**src/rtl/div_nbit_seq_if.sv**
```systemverilog
// ---------------------------------------------------------------------------
// div_nbit_seq_if
// Start/busy/done handshake bundle for the sequential divider.
//   master : requester (execute stage) - drives start, dividend, divisor
//            (and is_signed when DIV_SIGNED_EN is defined)
//   slave  : divider - drives busy, done, quotient, remainder, div_zero
// Vectors are [0:WIDTH-1], bit 0 is the MSB.
// ---------------------------------------------------------------------------
interface div_nbit_seq_if #(
    parameter int WIDTH = 32
);
    logic               start;
    logic [0:WIDTH-1]   dividend;
    logic [0:WIDTH-1]   divisor;
`ifdef DIV_SIGNED_EN
    logic               is_signed;
`endif
    logic               busy;
    logic               done;
    logic [0:WIDTH-1]   quotient;
    logic [0:WIDTH-1]   remainder;
    logic               div_zero;

    modport master (
        output start, dividend, divisor,
`ifdef DIV_SIGNED_EN
        output is_signed,
`endif
        input  busy, done, quotient, remainder, div_zero
    );

    modport slave (
        input  start, dividend, divisor,
`ifdef DIV_SIGNED_EN
        input  is_signed,
`endif
        output busy, done, quotient, remainder, div_zero
    );
endinterface

```
**src/rtl/div_nbit_seq.sv**
```systemverilog
// ---------------------------------------------------------------------------
// div_nbit_seq
// Multi-cycle restoring integer divider, one quotient bit per clock, MSB
// first. Serves DIV/REM beside the ALU; the pipeline stalls on busy.
//   clk  : rising-edge clock
//   rst  : asynchronous active-high reset
//   bus  : div_nbit_seq_if.slave (start/dividend/divisor in,
//          busy/done/quotient/remainder/div_zero out)
// Optional macro DIV_SIGNED_EN: adds bus.is_signed; signed operands are
// divided as magnitudes and sign-fixed in FIN (truncating division).
// Timing: start taken at edge N -> busy for WIDTH+1 cycles (CALC+FIN),
// done pulses in the cycle after edge N+WIDTH+1 with the new results.
// ---------------------------------------------------------------------------
module div_nbit_seq #(
    parameter int WIDTH = 32
) (
    input  logic          clk,
    input  logic          rst,
    div_nbit_seq_if.slave bus
);
    localparam int CW = $clog2(WIDTH);

    typedef enum logic [1:0] {IDLE, CALC, FIN} state_t;

    state_t             r_state;
    logic [WIDTH-1:0]   r_rem;      // partial remainder
    logic [WIDTH-1:0]   r_dvd;      // dividend shifting out, quotient shifting in
    logic [WIDTH-1:0]   r_dsr;      // divisor magnitude
    logic [CW-1:0]      r_cnt;
    logic               r_dz;       // divisor was zero
    logic               r_neg_q;
    logic               r_neg_r;
    logic               r_busy;
    logic               r_done;
    logic [WIDTH-1:0]   r_q;
    logic [WIDTH-1:0]   r_r;
    logic               r_div_zero;

    logic               w_sgn;
    logic [WIDTH-1:0]   w_a, w_b;
    logic               w_a_neg, w_b_neg;
    logic [WIDTH-1:0]   w_lo;
    logic [WIDTH-1:0]   w_trial;
    logic               w_cy;
    logic               w_ge;
    logic [WIDTH-1:0]   w_q_fix;
    logic [WIDTH-1:0]   w_r_src;
    logic [WIDTH-1:0]   w_r_fix;

`ifdef DIV_SIGNED_EN
    assign w_sgn = bus.is_signed;
`else
    assign w_sgn = 1'b0;
`endif

    assign w_a     = bus.dividend;
    assign w_b     = bus.divisor;
    assign w_a_neg = w_sgn & w_a[WIDTH-1];
    assign w_b_neg = w_sgn & w_b[WIDTH-1];

    // WIDTH+1-bit trial subtract of {rem,dvd_msb} - divisor, done as an add
    // with inverted divisor and carry-in 1. The shifted-out top remainder
    // bit is the (WIDTH+1)th bit: if it is set the trial is always
    // non-negative and the low WIDTH bits of the sum are the exact result.
    assign w_lo              = {r_rem[WIDTH-2:0], r_dvd[WIDTH-1]};
    assign {w_cy, w_trial}   = {1'b0, w_lo} + {1'b0, ~r_dsr} + {{WIDTH{1'b0}}, 1'b1};
    assign w_ge              = r_rem[WIDTH-1] | w_cy;

    // Sign fix-up. MIN_INT / -1 falls out naturally: magnitude 2^(W-1)
    // negated is itself. On divide-by-zero r_dvd still holds the dividend
    // magnitude, so re-applying the dividend sign restores the dividend.
    assign w_q_fix = r_neg_q ? -r_dvd : r_dvd;
    assign w_r_src = r_dz ? r_dvd : r_rem;
    assign w_r_fix = r_neg_r ? -w_r_src : w_r_src;

    always_ff @(posedge clk or posedge rst) begin
        if (rst) begin
            r_state    <= IDLE;
            r_rem      <= '0;
            r_dvd      <= '0;
            r_dsr      <= '0;
            r_cnt      <= '0;
            r_dz       <= 1'b0;
            r_neg_q    <= 1'b0;
            r_neg_r    <= 1'b0;
            r_busy     <= 1'b0;
            r_done     <= 1'b0;
            r_q        <= '0;
            r_r        <= '0;
            r_div_zero <= 1'b0;
        end else begin
            r_done <= 1'b0;
            case (r_state)
                IDLE: begin
                    // A start coinciding with the done pulse is dropped.
                    if (bus.start && !r_done) begin
                        r_dvd   <= w_a_neg ? -w_a : w_a;
                        r_dsr   <= w_b_neg ? -w_b : w_b;
                        r_rem   <= '0;
                        r_cnt   <= '0;
                        r_dz    <= (w_b == '0);
                        r_neg_q <= w_a_neg ^ w_b_neg;
                        r_neg_r <= w_a_neg;
                        r_busy  <= 1'b1;
                        r_state <= (w_b == '0) ? FIN : CALC;
                    end
                end
                CALC: begin
                    r_rem <= w_ge ? w_trial : w_lo;
                    r_dvd <= {r_dvd[WIDTH-2:0], w_ge};
                    r_cnt <= r_cnt + 1'b1;
                    if (r_cnt == CW'(WIDTH-1))
                        r_state <= FIN;
                end
                FIN: begin
                    r_q        <= r_dz ? '1 : w_q_fix;
                    r_r        <= w_r_fix;
                    r_div_zero <= r_dz;
                    r_done     <= 1'b1;
                    r_busy     <= 1'b0;
                    r_state    <= IDLE;
                end
                default: r_state <= IDLE;
            endcase
        end
    end

    assign bus.busy      = r_busy;
    assign bus.done      = r_done;
    assign bus.quotient  = r_q;
    assign bus.remainder = r_r;
    assign bus.div_zero  = r_div_zero;
endmodule

```
**src/flat_wrapper.sv**
```systemverilog
// flat-port wrapper written by rule: the top's interface ports become plain ports
module div_nbit_seq_flat 
#(
    parameter int WIDTH = 32
)
  (clk, rst, bus_start, bus_dividend, bus_divisor, bus_busy, bus_done, bus_quotient, bus_remainder, bus_div_zero);
  div_nbit_seq_if #(.WIDTH(WIDTH)) bus_i ();
  input  logic clk;
  input  logic rst;
  input wire logic [$bits(bus_i.start)-1:0] bus_start;
  input wire logic [$bits(bus_i.dividend)-1:0] bus_dividend;
  input wire logic [$bits(bus_i.divisor)-1:0] bus_divisor;
  output wire logic [$bits(bus_i.busy)-1:0] bus_busy;
  output wire logic [$bits(bus_i.done)-1:0] bus_done;
  output wire logic [$bits(bus_i.quotient)-1:0] bus_quotient;
  output wire logic [$bits(bus_i.remainder)-1:0] bus_remainder;
  output wire logic [$bits(bus_i.div_zero)-1:0] bus_div_zero;
  assign bus_i.start = bus_start;
  assign bus_i.dividend = bus_dividend;
  assign bus_i.divisor = bus_divisor;
  assign bus_busy = bus_i.busy;
  assign bus_done = bus_i.done;
  assign bus_quotient = bus_i.quotient;
  assign bus_remainder = bus_i.remainder;
  assign bus_div_zero = bus_i.div_zero;
  div_nbit_seq #(.WIDTH(WIDTH)) u_core (.clk(clk), .rst(rst), .bus(bus_i));
endmodule
```
**config.mk**
```make
export PLATFORM = sky130hd
export DESIGN_NAME = div_nbit_seq_flat
export DESIGN_NICKNAME = d
export VERILOG_FILES = /design/src/rtl/div_nbit_seq_if.sv /design/src/rtl/div_nbit_seq.sv /design/src/flat_wrapper.sv
export SDC_FILE = /design/constraint.sdc
export NUM_CORES = 1
export LEC_CHECK = 0
export CAP_MARGIN = 20
export CORE_UTILIZATION = 25
export DETAILED_ROUTE_END_ITERATION = 16
export SLEW_MARGIN = 20
export SYNTH_ARGS = -nofsm -noshare
export SYNTH_HDL_FRONTEND = slang
export SYNTH_SLANG_ARGS = --single-unit
export TNS_END_PERCENT = 50
```
**constraint.sdc**
```tcl
create_clock -name clk -period 8.4 [get_ports clk]
set_input_delay 1.68 -clock clk [delete_from_list [all_inputs] [get_ports clk]]
set_output_delay 1.68 -clock clk [all_outputs]
set_load 0.02 [all_outputs]
```
# Yosys cells after proc, flatten, opt, wreduce, memory -nomap -nowiden
# Index checks and enable logic that the tools add are counted.
# word_totals
regBits	171
input_bits	67
# classes
addsub	3
n_eq_ne	5
n_mux	16
n_bitwise	2
reduce_logical	10
# ops
cell	n
$mux 32	5
$pmux 32 s2	2
$add 32x32->33	1
$add 33x1->33 const B	1
$logic_not 32->1	1
$not 32->32	1
$pmux 5 s2	1
$reduce_and 2->1	4
$mux 2	3
$add 5x1->5 const B	1
$eq 5x5->1 const B	1
$mux 5	1
$ne 2x1->1 const B	2
$pmux 2 s2	1
$reduce_bool 2->1	2
$eq 2x1->1 const B	1
$eq 2x2->1 const B	1
$logic_not 2->1	1
$mux 1	2
$pmux 1 s2	1
$logic_and 1x1->1	1
$logic_not 1->1	1
$or 1x1->1	1

# Logic depth before layout (Yosys ltp)
# Gate-level depths: netlist of the first run.
# depth
word_depth	6
ltp_mapped	15
mapped_depth_nobuf	13

# Worst setup path after synthesis of the first run
# Ideal clock, no wire load.
# synth_timing
path_type	input to register
from	input bus_start
to	register u_core.r_dsr[8]
setup_ns	0.083
arrival_ns	2.853
t_required_ns	8.317
slack_ns	5.464
cell_stages	5
cell_sequence	nor4b_2 clkbuf_1 clkbuf_1 nand2_1 o21ai_0
# synth_via
elab_chain_cells	2
# synth_rtl
element	line	text
from (decl)	flat_wrapper.sv:10	input wire logic [$bits(bus_i.start)-1:0] bus_start;
$logic_and 1x1->1	div_nbit_seq.sv:96	if (bus.start && !r_done) begin
$reduce_and 2->1 (no line)	n/a	
to (signal assigned)	div_nbit_seq.sv:98	r_dsr <= w_b_neg ? -w_b : w_b;
to (decl)	div_nbit_seq.sv:28	logic [WIDTH-1:0] r_dsr;
# Every way passes these cells.
# A chain may end at the register's enable or synchronous reset.

# Worst setup path after layout of the first run
# layout_timing
from	input bus_start
to	register u_core.r_dvd[0]
# layout_via
elab_chain_cells	3
# layout_rtl
element	line	text
$logic_and 1x1->1	div_nbit_seq.sv:96	
$ne 2x1->1 (no line)	n/a	
$reduce_and 2->1 (no line)	n/a	
to (signal assigned)	div_nbit_seq.sv:97	r_dvd <= w_a_neg ? -w_a : w_a;
to (signal assigned)	div_nbit_seq.sv:110	r_dvd <= {r_dvd[WIDTH-2:0], w_ge};
to (decl)	div_nbit_seq.sv:27	logic [WIDTH-1:0] r_dvd;
# Every way passes these cells.

==> implementation parameters, run 1 <==
Parameter                              Value

Outcome
  Run status ... finished clean

Clocking
  CTS H-tree depth ... 4
  Maximum clock path buffer count ... 2
  Cell at the root of the clock tree ... sky130_fd_sc_hd__clkbuf_16
  Clock latency reported for the late side of the worst-skew pair ... 440 ps
  Hold buffer count at cts ... 0
  Post-CTS Setup Repair Bufs ... 0
  Post-cts sizing count ... 0
  Clock buffers created by TritonCTS ... 17
  # clock sinks ... approximately 170
  Clock tree from TritonCTS ... yes
  Clock slew seen by the registers of the worst setup and hold paths ... 70 ps

Global routing
  Global-route wire length before repair ... 40.0 mm
  Overall track demand over capacity in global routing ... approximately 14%
  Overflow left after global routing ... 0
  Antenna violations before repair ... 0
  Pin count of the biggest net entering global routing ... 100
  Number of global-route vias before repair ... a little over 7000

Worst hold path
  Path class of the lowest-slack min-delay path ... flop to flop

Logic synthesis
  Simple-Gate Fraction of Synth Area ... between 10% and 20%
  Most area-hungry cell type in the Yosys netlist ... sky130_fd_sc_hd__dfrtp_1
  Cell area after synthesis ... between 9000 and 10000 um2
  Number of flops mapped to enable cells by yosys ... 0
  Total nets after synthesis ... 1121
  Post-synthesis mux area share ... 3.99%
  Synthesized flop and latch total ... 171
  Yosys warning count ... 0
  Combinational family with the most area after synthesis ... compound AO/OA/AOI/OAI gates
  Share of flip-flops with an asynchronous set or reset ... 100%
  Area fraction in compound gates after synthesis ... 20.3%
  Unique cell type count in the Yosys netlist ... between 50 and 60
  Main area contributors after synthesis ... sky130_fd_sc_hd__dfrtp_1, sky130_fd_sc_hd__nand2_1, sky130_fd_sc_hd__o21ai_0, sky130_fd_sc_hd__ha_1, sky130_fd_sc_hd__mux2i_1
  Seq/Total Area, Yosys ... 47.3%
  Portion of synthesized cell area occupied by the leading cell type ... 47.3%
  Fraction of the mapped netlist area in adder cells ... 4.93%
  Ys flop type ... sky130_fd_sc_hd__dfrtp_1
  Cells after synthesis ... 1019
  Avg Synthesized Cell Area ... around 8.9 um2
  Fraction of synthesized cell area in xor and xnor cells ... ~2.9%

Die
  Placement Rows ... 69
  Y dimension of the die ... 192 um
  Starting utilization of the core area ... 25.4%
  Die area ... roughly 37000 um2
  Core area ... 35600 um2
  I/O Pins ... 134
  Horizontal extent of the die ... about 190 um

Setup path
  Ordered list of cells on the worst path ... clkdlybuf4s50_1 -> nor4b_4 -> buf_4 -> nor2_2 -> buf_4 -> a221o_1
  Kind of cell adding the most delay to the critical path ... buffers and inverters
  Kind of end point of the critical path ... flop
  Worst-path maximum fanout ... 99
  Largest stage delay on the critical path ... about 770 ps
  Setup crit start kind ... primary input
  Req. time, crit path ... 8710 ps
  Class of the most critical setup path ... primary input to flop
  Library cell contributing the largest single delay on the critical path ... sky130_fd_sc_hd__buf_4
  Worst path arrival time ... 4040 ps
  Count of buffer and inverter cells on the critical path ... 3
  Most common cell on crit path ... sky130_fd_sc_hd__buf_4

Timing
  Final Hold Slack ... 473 ps
  RSZ-0062 raised after global routing ... false
  Number of setup violations in the final report ... 0
  Worst setup margin ... 4670 ps
  Slew at the pin with the worst max-slew slack ... ~960 ps
  Final count of pins violating max slew ... 0
  Part of the cycle the worst path needs ... 44.4%
  Worst Skew ... 7.88 ps
  Max Clk Rate ... 268 MHz
  Final Hold Viols ... 0
  Final sum of negative setup slack ... 0 ps
  Final critical-path required period ... about 3700 ps
  Tightest slew margin relative to the limit ... 35.9%

Route
  Drt via density ... 4.67
  Post-DR wirelength/cell ... 15.7 um
  DRC errors left ... 0
  Post-Route WL ... 24.9 mm
  Routed via count ... 7409
  Count of nets left with antenna violations after detail routing ... 0
  Number of search-and-repair iterations in the first detailed-routing pass ... 5
  Violation count after the first detailed-routing iteration ... 493

Layout
  Design area ... 11400 um2
  Number of diodes ... 0
  Utilization of the core after routing ... 32.0%
  Share of cells above drive strength 1 ... 5.32%
  Final Instance Count excl. Fillers ... 1588
  Most frequent standard cell in the layout excluding fill and tap cells ... sky130_fd_sc_hd__nand2_1
  Final net count ... around 1200
  Layout-stage area growth over the synthesis result ... 26.0%
  Highest-count cells in the layout ignoring fill and taps ... sky130_fd_sc_hd__nand2_1, sky130_fd_sc_hd__dfrtp_1, sky130_fd_sc_hd__o21ai_0

Pwr
  Overall power ... 5.44 mW
  Power density relative to cell area ... 478 nW/um2
  Leak pwr ... 4.84 nW
  VDD IR-drop max ... about 170 uV

Place
  Cell Count Post-Placement ... approximately 1600
  Setup Slack @ Placement ... 4210 ps
  Placer Congestion ... between 0.8 and 0.9
  Post-DP HPWL ... 18.6 mm
  Placed Instance Area ... 10800 um2
  Number of buffers added on ports ... between 100 and 150

Job
  MaxCap Viol Count ... 0
worst paths after layout:
check / startpoint / endpoint / slack, ps / cells after the start
min reg2reg: u_core.bus.div_zero$_DFFE_PP0P_ / u_core.bus.div_zero$_DFFE_PP0P_ / 470 / 2
max: bus_start / u_core.r_dvd[0]$_DFFE_PP0P_ / 4670 / 6
max in group asynchronous: rst / u_core.r_dvd[29]$_DFFE_PP0P_ / 5500 / 3
max reg2reg: u_core.r_dvd[31]$_DFFE_PP0P_ / u_core.r_rem[27]$_DFFE_PP0P_ / 4810 / 13
min: u_core.bus.div_zero$_DFFE_PP0P_ / u_core.bus.div_zero$_DFFE_PP0P_ / 470 / 2
min in group asynchronous: rst / u_core.bus.remainder[22]$_DFFE_PP0P_ / 1730 / 2
worst min-delay path, stage by stage, from the launching register on:
cell and delay [ps]:
sky130_fd_sc_hd__dfrtp_1 340, sky130_fd_sc_hd__nand2_1 50, sky130_fd_sc_hd__nand2_1 50
metal layers:
layer	wire length, um	share of wire (%)	global-route usage (%)	vias up
met2	10600	42	20.6	168
met3	902	3.6	2.03	21
met5	0	0	0	-
met1	13100	53	21.0	3472
li1	-	-	-	3748
met4	329	1.3	4.12	0
report_power, final:
group,total (mW),internal (mW),switching (mW)
Clock,0.807,0.469,0.338
Sequential,1.59,1.23,0.351
Combinational,3.05,1.31,1.74
Total,5.44,3.01,2.43
layout make-up:
type                    count  area [um2]
fillers                  3782       24200
multi-input cells         745        4370
flip-flops and latches    171        4280
repair buffers            142        1420
well taps                 461         577
clock buffers              18         429
clock inverters            13         169
inverters                  38         148
synthesized netlist by cell type, types with 12 or more instances:
cell / count
sky130_fd_sc_hd__a21oi_1: 44
sky130_fd_sc_hd__a22o_1: 13
sky130_fd_sc_hd__a31oi_1: 32
sky130_fd_sc_hd__a32oi_1: 12
sky130_fd_sc_hd__clkbuf_1: 55
sky130_fd_sc_hd__dfrtp_1: 171
sky130_fd_sc_hd__ha_1: 34
sky130_fd_sc_hd__inv_1: 38
sky130_fd_sc_hd__mux2i_1: 36
sky130_fd_sc_hd__nand2_1: 208
sky130_fd_sc_hd__nand3_1: 13
sky130_fd_sc_hd__nor2_1: 79
sky130_fd_sc_hd__o21ai_0: 138
sky130_fd_sc_hd__xnor2_1: 16
sky130_fd_sc_hd__xor2_1: 14
kinds of logic (layout without fill, tap and decap cells):
family	Yosys count	in the layout
AOI/OAI and AO/OA	298	298
xor gates and xnor gates	30	30
adders and majority gates	35	35
buffers and inverters	103	211
DFF	171	171
muxes	36	36
and+or+nand+nor	346	346
registers in the layout, indices dropped and copies added (netlist names):
register and flops:
u_core.bus.div_zero 1, u_core.bus.busy 1, u_core.r_state 2, u_core.r_rem 32, u_core.bus.remainder 32, u_core.r_cnt 5, u_core.bus.quotient 32, u_core.r_dsr 32
u_core.r_dvd 32, u_core.r_dz 1, u_core.bus.done 1
Note: power is estimated with default switching activity, not from simulation.
==> inputs of run 2 (changes only) <==
Clock period 8.4 ns to 3.3 ns, I/O delays scaled along.
==> run 2 against run 1 <==
Combinational power increased to 2.6 times the previous value. Critical path type is now flop to flop. Largest power group unchanged. Clock-buffer cell count down 1. Largest cell class unchanged. Sequential share of layout area shrank 0.50 points. Highest routed layer unchanged.
==> implementation parameters, run 2 (same netlist as run 1, synthesis figures left out) <==
Parameter                              Value

Route
  DRC errors left ... 0 (unchanged)
  Post-DR wirelength/cell ... 15.8 um (+0.47%)
  Violation count after the first detailed-routing iteration ... 573 (+16%)
  Post-Route WL ... 25.2 mm (+0.97%)
  Count of nets left with antenna violations after detail routing ... 0 (unchanged)
  Number of search-and-repair iterations in the first detailed-routing pass ... 5 (unchanged)
  Drt via density ... 4.70 (+0.71%)
  Routed via count ... 7499 (+1.2%)

Die
  Y dimension of the die ... 192 um (unchanged)
  Horizontal extent of the die ... 192 um (unchanged)
  Starting utilization of the core area ... 25.4% (unchanged)
  I/O Pins ... 134 (unchanged)
  Placement Rows ... 69 (unchanged)
  Die area ... 36900 um2 (unchanged)
  Core area ... 35600 um2 (unchanged)

Place
  Placed Instance Area ... 10900 um2 (+1.1%)
  Placer Congestion ... 0.871 (+7.8%)
  Number of buffers added on ports ... 133 (unchanged)
  Post-DP HPWL ... 18.7 mm (+0.64%)

Layout
  Filler cell count ... 3689 (-2.5%)
  Highest-count cells in the layout ignoring fill and taps ... sky130_fd_sc_hd__nand2_1, sky130_fd_sc_hd__dfrtp_1, sky130_fd_sc_hd__o21ai_0
  Multi-input logic area ... 4390 um2 (+0.43%)
  Sequential cell area ... 4280 um2 (unchanged)
  Number of diodes ... 0 (unchanged)
  Layout-stage area growth over the synthesis result ... 27.7%
  Most frequent standard cell in the layout excluding fill and tap cells ... sky130_fd_sc_hd__nand2_1
  Design area ... 11500 um2 (+1.4%)
  Share of cells above drive strength 1 ... 6.17% (+0.84 points)
  Utilization of the core after routing ... 32.5% (+0.43 points)
  Final net count ... 1224 (+0.58%)

Global routing
  Pin count of the biggest net entering global routing ... 99 (-1.0%)
  Number of global-route vias before repair ... 7193 (-0.097%)
  Antenna violations before repair ... 0 (unchanged)
  Overall track demand over capacity in global routing ... 13.9% (-0.15 points)
  Global-route wire length before repair ... 39.6 mm (-1.1%)
  Overflow left after global routing ... 0 (unchanged)

Clocking
  Cell at the root of the clock tree ... sky130_fd_sc_hd__clkbuf_16
  Maximum clock path buffer count ... 2 (unchanged)
  Hold buffer count at cts ... 0 (unchanged)
  Clock slew seen by the registers of the worst setup and hold paths ... 70 ps (about the same)
  Clock tree from TritonCTS ... yes
  # clock sinks ... 171 (unchanged)
  CTS H-tree depth ... 4 (unchanged)
  Clock latency reported for the late side of the worst-skew pair ... 440 ps (about the same)
  Clock buffers created by TritonCTS ... 17 (unchanged)

Setup path
  Ordered list of cells on the worst path ... inv_1 -> ha_1 -> inv_1 -> fa_1 -> a211oi_2 -> o211a_1 -> a2bb2oi_4 -> a211oi_2 -> a22o_1 -> a31oi_4 -> buf_12 -> o21ai_0 -> a22o_1
  Worst-path maximum fanout ... 28 (-72%)
  Setup crit start kind ... flop
  Class of the most critical setup path ... flop to flop
  Kind of end point of the critical path ... flop
  Req. time, crit path ... 3620 ps (-5090 ps)
  Library cell contributing the largest single delay on the critical path ... sky130_fd_sc_hd__fa_1
  Worst path arrival time ... 3430 ps (-610 ps)
  Largest stage delay on the critical path ... 430 ps (-340 ps)

Job
  MaxCap Viol Count ... 0 (unchanged)

Timing
  Final count of pins violating max slew ... 0 (unchanged)
  Slew at the pin with the worst max-slew slack ... 825 ps (-136 ps)
  Tightest slew margin relative to the limit ... 45.0% (+9.1 points)
  Number of setup violations in the final report ... 0 (unchanged)
  Final sum of negative setup slack ... 0 ps (unchanged)
  Final Hold Slack ... 479 ps (+6.16 ps)
  RSZ-0062 raised after global routing ... false
  Worst Skew ... 15.8 ps (+7.90 ps)
  Final Hold Viols ... 0 (unchanged)
  Max Clk Rate ... 322 MHz
  Part of the cycle the worst path needs ... 94.2%
  Final critical-path required period ... slightly above 3000 ps

Pwr
  VDD IR-drop max ... 453 uV (+160%)
  Clock power share ... 15.0% (+0.2 points)
  Power share of the sequential group ... 28.5% (-0.6 points)
  Power density relative to cell area ... 1220 nW/um2 (+160%)
  Share of total power consumed by net switching ... 44.7% (+0.068 points)
  Power dissipated by switching net loads ... 6.32 mW (+160%)
  Combinational fraction of design power ... 56.5% (+0.5 points)
  Overall power ... 14.1 mW (+160%)
  Int Power ... 7.81 mW (+160%)
  Leak pwr ... 4.91 nW (+1.4%)

Worst hold path
  Path class of the lowest-slack min-delay path ... flop to flop

Outcome
  Run status ... finished clean
[run 2: power groups by stage]
stage          Combinational, mW  Sequential (mW)  Clock (mW)
6_report                    7.99             4.03        2.12
5_1_grt                     8.89             4.16        2.26
4_1_cts                     7.95             4.03        2.17
3_5_place_dp                7.91             4.07           0
3_3_place_gp                7.79             4.04           0
2_1_floorplan               5.26             4.22           0
[run 2: what timing repair did]
action / in CTS / in global routing
setup endpoints to repair: 0 / 19
gates resized for setup: 0 / 2
buffers inserted: 0 / 0
[run 2: final timing paths]
| check | from | slack, ps | to | cells after the start |
|---|---|---|---|---|
| min reg2reg | u_core.bus.quotient[21]$_DFFE_PP0P_ | 480 | u_core.bus.quotient[21]$_DFFE_PP0P_ | 2 |
| max reg2reg | u_core.r_dvd[31]$_DFFE_PP0P_ | 190 | u_core.r_rem[2]$_DFFE_PP0P_ | 13 |
| max in group asynchronous | rst | 2060 | u_core.r_dsr[31]$_DFFE_PP0P_ | 3 |
| min in group asynchronous | rst | 580 | u_core.r_dvd[10]$_DFFE_PP0P_ | 2 |
| max | u_core.r_dvd[31]$_DFFE_PP0P_ | 190 | u_core.r_rem[2]$_DFFE_PP0P_ | 13 |
| min | u_core.bus.quotient[21]$_DFFE_PP0P_ | 480 | u_core.bus.quotient[21]$_DFFE_PP0P_ | 2 |
[run 2: final cells by class]
class | instances | share of cell area [%]
flip-flops and latches | 171 | 37.1
well taps | 461 | 4.99
repair buffers | 149 | 13.3
inverters | 38 | 1.27
clock inverters | 15 | 1.64
clock buffers | 17 | 3.68
multi-input cells | 745 | 38.0
[run 2: through the flow]
step | std cells | worst slack, ps
2_1_floorplan | 1019 | 457
3_3_place_gp | 1564 | 195
3_5_place_dp | 1564 | 112
4_1_cts | 1596 | 102
5_1_grt | 1596 | 4.60
6_report | 1596 | 192
[run 2: worst max-delay path, delay by kind of cell, from the launching register on]
| kind | cells | cell delay (ps) |
|---|---|---|
| AOI/OAI and AO/OA | 8 | 1670 |
| buffers and inverters | 3 | 350 |
| adders and majority gates | 2 | 600 |
| DFF | 1 | 380 |
[run 2: routing by layer]
metal	wire (um)	GRT usage [%]	vias up	share of wire (%)
li1	-	-	3753	-
met2	10700	20.4	187	43
met1	13000	20.6	3540	52
met3	1140	2.16	19	4.5
met5	0	0	-	0
met4	352	4.42	0	1.4
==> inputs of run 3 (changes only) <==
Settings changed: ABC_AREA set to 1.
==> run 3 against run 2 <==
Combinational power rose by 17%. Wire length is 25% higher. Sequential share of layout area is 3.0 points lower. First-iteration DRC count grew 7.9%. Clock skew decreased by 5.5 ps. Critical path depth up 3. Clock power rose by 11%. Via count increased by 25%. Die area rose by 10%.
==> implementation parameters, run 3 <==
Parameter                              Value

Logic synthesis
  Most numerous cell in the Yosys netlist ... sky130_fd_sc_hd__nand2_1
  Number of flops mapped to enable cells by yosys ... 0 (unchanged)
  Yosys warning count ... 0 (unchanged)
  Most numerous cell types in the synthesized netlist ... sky130_fd_sc_hd__nand2_1, sky130_fd_sc_hd__inv_1, sky130_fd_sc_hd__dfrtp_1
  Main area contributors after synthesis ... sky130_fd_sc_hd__dfrtp_1, sky130_fd_sc_hd__nand2_1, sky130_fd_sc_hd__inv_1, sky130_fd_sc_hd__a21oi_1, sky130_fd_sc_hd__nor2_1
  Cells after synthesis ... 1418 (+39%)
  Avg Synthesized Cell Area ... 7.05 um2 (-21%)
  Seq/Total Area, Yosys ... 42.8% (-4.5 points)
  Share of flip-flops with an asynchronous set or reset ... 100% (unchanged)
  Unique cell type count in the Yosys netlist ... 34 (-41%)
  Cell area after synthesis ... 10000 um2 (+11%)
  Synthesized flop and latch total ... 171 (unchanged)
  Total nets after synthesis ... 1520 (+36%)
  Ys flop type ... sky130_fd_sc_hd__dfrtp_1
  Portion of synthesized cell area occupied by the leading cell type ... 42.8% (-4.5 points)
  Most area-hungry cell type in the Yosys netlist ... sky130_fd_sc_hd__dfrtp_1

Setup path
  Class of the most critical setup path ... flop to flop
  End of the worst register-to-register path ... u_core.r_rem[25]$_DFFE_PP0P_
  Kind of end point of the critical path ... flop
  Worst path arrival time ... 3110 ps (-320 ps)
  Req. time, crit path ... 3620 ps (about the same)
  Worst-path maximum fanout ... 33 (+18%)
  Worst Reg2Reg Path Length in Cells ... 16 (+3)
  Startpoint of the worst register-to-register path ... u_core.r_dvd[31]$_DFFE_PP0P_
  Setup slack, reg-to-reg ... 520 ps (+320 ps)
  Setup crit start kind ... flop

Global routing
  Global-route wire length before repair ... 50.0 mm (+26%)
  Pin count of the biggest net entering global routing ... 117 (+18%)
  Number of global-route vias before repair ... 9145 (+27%)
  Overall track demand over capacity in global routing ... 15.6% (+1.7 points)
  Antenna violations before repair ... 0 (unchanged)
  Overflow left after global routing ... 0 (unchanged)

Timing
  Final count of pins violating max slew ... 0 (unchanged)
  RSZ-0062 raised after global routing ... false
  Worst setup margin ... 517 ps (+325 ps)
  Part of the cycle the worst path needs ... 84.3% (-9.8 points)
  Final critical-path required period ... 2780 ps (-325 ps)
  Number of setup violations in the final report ... 0 (unchanged)
  Worst Skew ... 10.3 ps (-5.49 ps)
  Slew at the pin with the worst max-slew slack ... 1060 ps (+238 ps)
  Final Hold Viols ... 0 (unchanged)
  Final sum of negative setup slack ... 0 ps (unchanged)
  Tightest slew margin relative to the limit ... 29.1% (-16 points)
  Max Clk Rate ... 359 MHz (+12%)

Clocking
  Clock buffers created by TritonCTS ... 17 (unchanged)
  Post-CTS Setup Repair Bufs ... 0 (unchanged)
  Hold buffer count at cts ... 0 (unchanged)
  Post-cts sizing count ... 0 (unchanged)
  Cell at the root of the clock tree ... sky130_fd_sc_hd__clkbuf_16
  Clock latency reported for the late side of the worst-skew pair ... 440 ps (about the same)
  Clock tree from TritonCTS ... yes
  Clock slew seen by the registers of the worst setup and hold paths ... 70 ps (about the same)
  # clock sinks ... 171 (unchanged)
  Maximum clock path buffer count ... 2 (unchanged)
  CTS H-tree depth ... 4 (unchanged)

Layout
  Most frequent standard cell in the layout excluding fill and tap cells ... sky130_fd_sc_hd__nand2_1
  Highest-count cells in the layout ignoring fill and taps ... sky130_fd_sc_hd__nand2_1, sky130_fd_sc_hd__inv_1, sky130_fd_sc_hd__dfrtp_1
  Final net count ... 1632 (+33%)
  Layout-stage area growth over the synthesis result ... 25.7%
  Share of cells above drive strength 1 ... 4.21% (-2.0 points)
  Number of diodes ... 0 (unchanged)

Die
  Placement Rows ... 72 (+4.3%)
  Core area ... 39000 um2 (+9.7%)
  Y dimension of the die ... 202 um (+5.1%)
  Horizontal extent of the die ... 202 um (+5.1%)
  I/O Pins ... 134 (unchanged)
  Starting utilization of the core area ... 25.6% (+0.21 points)
  Die area ... 40800 um2 (+10%)

Route
  Routed via count ... 9373 (+25%)
  DRC errors left ... 0 (unchanged)
  Violation count after the first detailed-routing iteration ... 618 (+7.9%)
  Post-DR wirelength/cell ... 15.2 um (-3.5%)
  Post-Route WL ... 31.4 mm (+25%)
  Number of search-and-repair iterations in the first detailed-routing pass ... 5 (unchanged)
  Count of nets left with antenna violations after detail routing ... 0 (unchanged)
  Drt via density ... 4.55 (-3.2%)

Place
  Post-DP HPWL ... 23.8 mm (+27%)
  Placer Congestion ... 0.916 (+5.1%)
  Number of buffers added on ports ... 133 (unchanged)
  Setup Slack @ Placement ... 553 ps (+441 ps)

Job
  MaxCap Viol Count ... 0 (unchanged)

Worst hold path
  Hold path startpoint ... u_core.r_dsr[28]$_DFFE_PP0P_
  Hold path endpoint ... u_core.r_dsr[28]$_DFFE_PP0P_
  Path class of the lowest-slack min-delay path ... flop to flop
  Count of cells along the worst hold path ... 2 (unchanged)

Pwr
  VDD IR-drop max ... 573 uV (+26%)
  Leak pwr ... 6.24 nW (+27%)
  Power density relative to cell area ... 1240 nW/um2 (+1.7%)
  Overall power ... 15.6 mW (+11%)

Outcome
  Run status ... finished clean
==> run 3: layout make-up <==
class	count	area, um2
inverter	232	875
clock inverter	13	235
tap	518	648
fill	4173	26400
timing repair buffer	146	1440
multi-input combinational	962	4640
clock buffer	19	443
sequential	171	4280
==> run 3: worst max path at each step <==
| stage | from | endpoint | slack [ps] | cells past startpoint |
|---|---|---|---|---|
| after CTS | u_core.r_dvd[31]$_DFFE_PP0P_ | u_core.r_rem[25]$_DFFE_PP0P_ | 530 | 16 |
| final | u_core.r_dvd[31]$_DFFE_PP0P_ | u_core.r_rem[25]$_DFFE_PP0P_ | 520 | 16 |
| after detailed placement | u_core.r_dvd[31]$_DFFE_PP0P_ | u_core.r_rem[25]$_DFFE_PP0P_ | 550 | 16 |
| after global placement | bus_divisor[11] | u_core.r_state[0]$_DFFE_PP0P_ | 640 | 5 |
| after global routing | u_core.r_dvd[31]$_DFFE_PP0P_ | u_core.r_rem[25]$_DFFE_PP0P_ | 240 | 16 |
| after floorplan | rst | u_core.bus.busy$_DFFE_PP0P_ | 460 | 1 |
==> run 3: worst max-delay path, cell delays in order (launching register included) <==
cell and delay, ps:
sky130_fd_sc_hd__dfrtp_1 390, sky130_fd_sc_hd__inv_1 120, sky130_fd_sc_hd__ha_1 170, sky130_fd_sc_hd__inv_1 70, sky130_fd_sc_hd__fa_1 420, sky130_fd_sc_hd__nand2_1 100
sky130_fd_sc_hd__nand2_1 80, sky130_fd_sc_hd__nand3_1 100, sky130_fd_sc_hd__nand2_2 90, sky130_fd_sc_hd__nand2_2 80, sky130_fd_sc_hd__nand2_2 70, sky130_fd_sc_hd__nand3_4 180
sky130_fd_sc_hd__nand2_4 290, sky130_fd_sc_hd__nand2_4 280, sky130_fd_sc_hd__nand2_1 100, sky130_fd_sc_hd__nand2_1 70, sky130_fd_sc_hd__nand2_1 50
==> run 3: cells by family after synthesis <==
family | Yosys count | synth area share (%)
AO/OA/AOI/OAI | 205 | 11.4
XOR/XNOR | 13 | 1.14
adder cells (fa/ha/maj) | 35 | 4.45
buffers and inverters | 285 | 10.9
flip-flops | 171 | 42.8
AND/OR/NAND/NOR | 709 | 29.3
==> run 3: per-stage QoR <==
step                util, %  cells  instance area, um2  hold WS, ps
floorplan                 -   1418               10000          453
global placement       30.5   2029               11900          472
detailed placement     30.5   2029               11900          477
CTS                    32.2   2061               12600          493
global route           32.2   2061               12600          513
finish                 32.2   2061               12600          487
==> run 3: routing by layer <==
layer / part of all wire [%] / wire length (um) / vias to the layer above / GRT usage [%]
met3: 4.4 / 1370 / 28 / 2.87
met4: 1.3 / 417 / 0 / 3.33
li1: - / - / 4679 / -
met1: 48 / 14900 / 4442 / 21.4
met5: 0 / 0 / - / 0
met2: 47 / 14700 / 224 / 25.6
==> run 3: where the power goes <==
part           internal (mW)  total [mW]  leakage (nW)  switching (mW)
Combinational           3.40        9.38          3.97            5.98
Clock                   1.45        2.36         0.330           0.911
Sequential              3.11        3.89          1.94           0.775
